$ cat config.mk
export PLATFORM = sky130hd
export DESIGN_NAME = gelato_ram_arbiter
export DESIGN_NICKNAME = d
export VERILOG_FILES = /design/src/rtl/gelato_ram_arbiter.sv
export SDC_FILE = /design/constraint.sdc
export NUM_CORES = 1
export LEC_CHECK = 0
export ABC_AREA = 1
export CORE_ASPECT_RATIO = 0.75
export CORE_MARGIN = 3
export CORE_UTILIZATION = 37
export DETAILED_ROUTE_END_ITERATION = 8
export MAX_ROUTING_LAYER = met4
export PLACE_DENSITY = 0.85
export RECOVER_POWER = 100
export SLEW_MARGIN = 10
export SYNTH_ARGS = -nofsm -noshare
export SYNTH_HDL_FRONTEND = slang
export SYNTH_SLANG_ARGS = --single-unit
$ cat constraint.sdc
create_clock -name clk -period 1.4 [get_ports clk]
set_clock_uncertainty 0.2 [all_clocks]
set_input_delay 0.28 -clock clk [delete_from_list [all_inputs] [get_ports clk]]
set_output_delay 0.28 -clock clk [all_outputs]
set_load 0.01 [all_outputs]
$ cat src/rtl/gelato_ram_arbiter.sv
// Round-robin arbiter granting NUM_REQ requesters one outstanding read at a time on a shared RAM port.
// Grant is a same-cycle strobe from IDLE; the response strobe follows ram_rsp_valid by one cycle; rdy=0 freezes everything.
module gelato_ram_arbiter #(
  parameter int NUM_REQ = 2,
  parameter int ADDR_W  = 32,
  parameter int DATA_W  = 32
) (
  input  logic                      clk,
  input  logic                      rst_n,
  input  logic                      rdy,
  input  logic [NUM_REQ-1:0]        req_valid,
  input  logic [NUM_REQ*ADDR_W-1:0] req_addr,
  output logic [NUM_REQ-1:0]        req_ready,
  output logic [NUM_REQ-1:0]        rsp_valid,
  output logic [DATA_W-1:0]         rsp_data,
  output logic                      ram_req_valid,
  output logic [ADDR_W-1:0]         ram_req_addr,
  input  logic                      ram_req_ready,
  input  logic                      ram_rsp_valid,
  input  logic [DATA_W-1:0]         ram_rsp_data
);

  localparam int IDX_W = (NUM_REQ > 1) ? $clog2(NUM_REQ) : 1;
  localparam logic [IDX_W-1:0]   LAST_RST = IDX_W'(NUM_REQ - 1);
  localparam logic [NUM_REQ-1:0] ONE      = NUM_REQ'(1);

  typedef enum logic [1:0] {IDLE, ISSUE, WAIT} state_t;

  state_t            state, state_nxt;
  logic [IDX_W-1:0]  last_grant, owner, winner, idx;
  logic              any_req;
  logic [ADDR_W-1:0] win_addr;

  // Search starts just after the last served requester and wraps around.
  always_comb begin
    any_req  = 1'b0;
    winner   = last_grant;
    idx      = '0;
    win_addr = '0;
    for (int k = 1; k <= NUM_REQ; k++) begin
      idx = IDX_W'((int'(last_grant) + k) % NUM_REQ);
      if (!any_req && req_valid[idx]) begin
        any_req = 1'b1;
        winner  = idx;
      end
    end
    for (int i = 0; i < NUM_REQ; i++) begin
      if (winner == IDX_W'(i)) win_addr = req_addr[i*ADDR_W +: ADDR_W];
    end
  end

  always_comb begin
    state_nxt     = state;
    req_ready     = '0;
    ram_req_valid = 1'b0;
    case (state)
      IDLE: begin
        if (any_req) begin
          state_nxt = ISSUE;
          // The accept strobe must not leak out while frozen or held in reset.
          if (rdy && rst_n) req_ready = ONE << winner;
        end
      end
      ISSUE: begin
        ram_req_valid = 1'b1;
        if (ram_req_ready) state_nxt = WAIT;
      end
      WAIT: begin
        if (ram_rsp_valid) state_nxt = IDLE;
      end
      default: state_nxt = IDLE;
    endcase
  end

  always_ff @(posedge clk or negedge rst_n) begin
    if (!rst_n) begin
      state        <= IDLE;
      last_grant   <= LAST_RST;
      owner        <= '0;
      ram_req_addr <= '0;
      rsp_valid    <= '0;
      rsp_data     <= '0;
    end else if (rdy) begin
      state     <= state_nxt;
      rsp_valid <= '0;
      case (state)
        IDLE: begin
          if (any_req) begin
            owner        <= winner;
            ram_req_addr <= win_addr;
          end
        end
        WAIT: begin
          if (ram_rsp_valid) begin
            rsp_data   <= ram_rsp_data;
            rsp_valid  <= ONE << owner;
            last_grant <= owner;
          end
        end
        default: ;
      endcase
    end
  end

endmodule

==> impl_table.tex <==
\begin{tabular}{lr}
\hline
Metric & Value \\
\hline
\multicolumn{2}{l}{\textbf{Synth}} \\
\quad Syn Nets & 557 \\
\quad Largest area contributor in the synthesized netlist & sky130\_fd\_sc\_hd\_\_dfrtp\_1 \\
\quad Post-synthesis cell count & 454 \\
\quad Xor and xnor fraction of the mapped netlist area & 0\% \\
\quad Leading cell types by total area after synthesis & sky130\_fd\_sc\_hd\_\_dfrtp\_1, sky130\_fd\_sc\_hd\_\_nand2\_1, sky130\_fd\_sc\_hd\_\_nand3\_1, sky130\_fd\_sc\_hd\_\_inv\_1, sky130\_fd\_sc\_hd\_\_nand3\_2 \\
\quad Mapped cell area & 3480 sq um \\
\quad Avg Cell Area, Syn & 7.68 sq um \\
\quad Top-area cell type share of the netlist area & 49.6\% \\
\quad Portion of the post-synthesis area used by sequential elements & 50.3\% \\
\quad Yosys Warn Count & 0 \\
\quad Simple-gate share of the synthesized area & 36.9\% \\
\quad Number of storage elements in the synthesis netlist & 70 \\
\quad Synthesized-area fraction occupied by adder cells & 0\% \\
\quad Share of the synthesized area in compound gates (AO/OA/AOI/OAI) & 0.610\% \\
\quad Multiplexer fraction of the synthesized cell area & 0\% \\
\quad Count of different cell masters after synthesis & 23 \\
\quad Dominant combinational cell family by area after synthesis & simple AND/OR/NAND/NOR gates \\
\multicolumn{2}{l}{\textbf{Worst hold path}} \\
\quad Tightest Hold Check Type & primary input to asynchronous set/reset pin \\
\multicolumn{2}{l}{\textbf{Status}} \\
\quad Violated checks & setup timing \\
\quad Run status & finished with violations \\
\multicolumn{2}{l}{\textbf{Layout}} \\
\quad Number of diodes added for antenna fixing & 0 \\
\quad Total number of nets in the final design & 754 \\
\quad Layout cells sized above 1 & 20.3\% \\
\quad Final Util & roughly 63\% \\
\quad P\&R area growth vs syn & 65.0\% \\
\multicolumn{2}{l}{\textbf{Timing}} \\
\quad Fraction of the cycle the final worst path needs & 134\% \\
\quad Crit path setup slack, layout & -0.482 ns \\
\quad Slew at the pin closest to its max-slew limit & 0.898 ns \\
\quad Fmax & 531 MHz \\
\quad Setup repair after global routing missed its margin & yes \\
\quad Final total negative setup slack & -15.76 ns \\
\quad Final Hold Fails & 0 \\
\quad Final number of max-transition violations & 0 \\
\quad Final setup violating endpoints & 73 \\
\quad Final Critical Period & 1.88 ns \\
\quad Worst relative slew slack & $\sim$40\% \\
\multicolumn{2}{l}{\textbf{Global routing}} \\
\quad Number of global-route vias before repair & between 3000 and 4000 \\
\quad Maximum number of pins on one net before global-route repair & 71 \\
\quad First-pass GRT wire length & around 18 mm \\
\quad Total global-route track usage & 21.4\% \\
\quad Antenna violations before repair & 0 \\
\quad Grt ovf & 0 \\
\multicolumn{2}{l}{\textbf{Drt}} \\
\quad Number of design-rule violations left by the first detailed-router iteration & just over 300 \\
\quad DRC violations left & 0 \\
\quad Antenna violation net count after detailed routing & 0 \\
\quad Final Routed Wirelength & $\sim$12 mm \\
\quad Post-detailed-route wirelength per cell & 14.8 microns \\
\quad Per-cell via count in the routed design & 4.77 \\
\quad Vias after detailed routing & about 3700 \\
\quad Drt first pass iters & 4 \\
\multicolumn{2}{l}{\textbf{Power and ir drop}} \\
\quad Portion of total power attributed to the clock network & between 20\% and 30\% \\
\quad Portion of total power attributed to sequential cells & about a third \\
\quad Net switching power & 4.13 mW \\
\quad Leakage power figure & 3.05 nW \\
\quad Sw Ratio & 38.2\% \\
\quad Pwr per Cell Area & 1880 nW/um\^{}2 \\
\quad Worst IR Drop VDD & 0.000869 V \\
\quad Combinational fraction of design power & 44.4\% \\
\quad Cell-internal power & 6.69 mW \\
\multicolumn{2}{l}{\textbf{Clock tree}} \\
\quad Total of hold buffers inserted after clock tree synthesis & 0 \\
\quad CTS tree & yes \\
\quad H-tree lvl count & 3 \\
\quad Clock Tree Buf Depth & 2 \\
\quad Number of buffers created by CTS & 9 \\
\quad Worst-path clk slew & 0.06 ns \\
\quad Clk sinks & 70 \\
\quad Clock root buffer & sky130\_fd\_sc\_hd\_\_clkbuf\_16 \\
\quad Clock latency of the later-clocked register in the worst-skew pair & 0.32 ns \\
\multicolumn{2}{l}{\textbf{Die}} \\
\quad Die Footprint & 10600 sq um \\
\quad Die Span Y & 90.0 microns \\
\quad Core Rows & 30 \\
\quad Starting Density & 38.2\% \\
\quad Width of the chip & 118 microns \\
\quad Total I/O pin count & between 150 and 200 \\
\quad Standard cell core area & slightly above 9000 sq um \\
\multicolumn{2}{l}{\textbf{Critical path}} \\
\quad Category of the worst setup path capture point & output port \\
\quad Maximum fanout encountered on the critical timing path & 4 \\
\quad Category of the most critical setup path & register to output port \\
\quad Data arrival, critical path & 1.40 ns \\
\quad Data required time of the critical path & roughly 0.92 ns \\
\quad Element type at the critical path start & register \\
\multicolumn{2}{l}{\textbf{Flow run}} \\
\quad Number of maximum-capacitance constraint violations & 0 \\
\multicolumn{2}{l}{\textbf{Placement}} \\
\quad I/O Buffers & 171 \\
\quad Routability Congestion & 0.831 \\
\quad Post-detailed-placement half-perimeter wirelength & 7.69 mm \\
\hline
\end{tabular}
## cells in the mapped netlist
master                     instances
sky130_fd_sc_hd__nand2_1         172
sky130_fd_sc_hd__nand3_1          88
sky130_fd_sc_hd__inv_1            72
sky130_fd_sc_hd__dfrtp_1          69
sky130_fd_sc_hd__buf_2            14
sky130_fd_sc_hd__nand3_2          10
sky130_fd_sc_hd__buf_4             3
sky130_fd_sc_hd__buf_6             3
sky130_fd_sc_hd__clkbuf_1          3
sky130_fd_sc_hd__o21ai_0           3
sky130_fd_sc_hd__buf_1             2
sky130_fd_sc_hd__inv_2             2
sky130_fd_sc_hd__nor2_1            2
sky130_fd_sc_hd__nor2_4            2
sky130_fd_sc_hd__dfstp_2           1
sky130_fd_sc_hd__nand2_2           1
sky130_fd_sc_hd__nand3_4           1
sky130_fd_sc_hd__nand3b_1          1
sky130_fd_sc_hd__nand4_1           1
sky130_fd_sc_hd__nand4_4           1
sky130_fd_sc_hd__nor3_1            1
sky130_fd_sc_hd__nor3b_1           1
sky130_fd_sc_hd__o22ai_1           1
## critical path, cell delays in order (launching register included)
cell	delay, ns
sky130_fd_sc_hd__dfrtp_1	0.42
sky130_fd_sc_hd__nor2_4	0.16
sky130_fd_sc_hd__nand3_4	0.12
sky130_fd_sc_hd__nor3_4	0.21
sky130_fd_sc_hd__buf_2	0.17
## layout by cell type, fill, tap and decap left out, drive strengths merged
| master | netlist | layout |
|---|---|---|
| nand4 | 2 | 2 |
| o21ai | 3 | 3 |
| bufinv | 0 | 2 |
| nor2 | 4 | 4 |
| clkbuf | 3 | 80 |
| buf | 22 | 40 |
| nand3 | 99 | 99 |
| dlygate4sd2 | 0 | 2 |
| clkdlybuf4s50 | 0 | 99 |
| inv | 74 | 73 |
| o22ai | 1 | 1 |
| nor3 | 1 | 1 |
| nand3b | 1 | 1 |
| nor3b | 1 | 1 |
| clkinvlp | 0 | 1 |
| dfstp | 1 | 1 |
| clkinv | 0 | 4 |
| dfrtp | 69 | 69 |
| nand2 | 173 | 173 |
## timing repair
action                                  4_1_cts  5_1_grt
setup buffers                                15        4
pin swaps                                     4        7
gates resized for setup                     302       31
cloned                                        3        2
endpoints found under the setup margin      135       73
## power groups by stage
stage	sequential (mW)	clock (mW)	combinational, mW
final	3.67	2.35	4.80
after global routing	3.78	2.52	5.26
after CTS	3.57	2.42	4.76
after detailed placement	3.62	0	5.19
after global placement	3.59	0	5.02
after floorplan	4.00	0	1.86
## kinds of logic after synthesis
| group | Yosys count |
|---|---|
| simple gates | 281 |
| buf+inv | 99 |
| flops | 70 |
| compound gates | 4 |
## final cells by class
class | count | area, sq um
multi-input cells | 285 | 1430
clock inverters | 6 | 86.3
inverters | 74 | 285
flip-flops and latches | 70 | 1750
fillers | 786 | 3370
repair buffers | 211 | 1800
well taps | 128 | 160
clock buffers | 10 | 229
## layer usage
metal	GRT usage, %	part of all wire [%]	vias up
met5	-	0	-
met4	6.15	1.1	0
met3	5.28	7.3	17
met2	33.2	47	188
met1	27.9	44	1739
li1	-	-	1792
## sequential cells by signal (all words and copies together), names as in the netlist
name and cells:
ram_req_addr 32, state 2, rsp_valid 2, last_grant 1
owner 1, rsp_data 32
## final timing paths
path                                  from               to  slack [ns]  depth (start not counted)
min reg2reg                ram_req_addr[6]  ram_req_addr[6]        0.28                          2
max                               state[0]     req_ready[1]       -0.48                          4
max in group asynchronous            rst_n         state[1]        0.32                          2
min in group clk           ram_req_addr[6]  ram_req_addr[6]        0.28                          2
min                                  rst_n     rsp_data[19]        0.07                          2
max reg2reg                       state[0]      rsp_data[0]       -0.30                         10
## per-stage QoR
stage / hold WS, ns / std cells / setup slack, ns / instance area [sq um] / power (mW)
2_1_floorplan: -0.216 / 454 / -0.0727 / 3520 / 5.86
6_report: 0.0688 / 784 / -0.482 / 5750 / 10.8
5_1_grt: 0.156 / 784 / -0.555 / 5750 / 11.6
4_1_cts: 0.000154 / 781 / -0.454 / 5680 / 10.8
3_3_place_gp: 0.264 / 747 / -0.909 / 5430 / 8.61
3_5_place_dp: 0.264 / 747 / -0.910 / 5430 / 8.81
No activity file was read; power rests on OpenSTA's default activity.
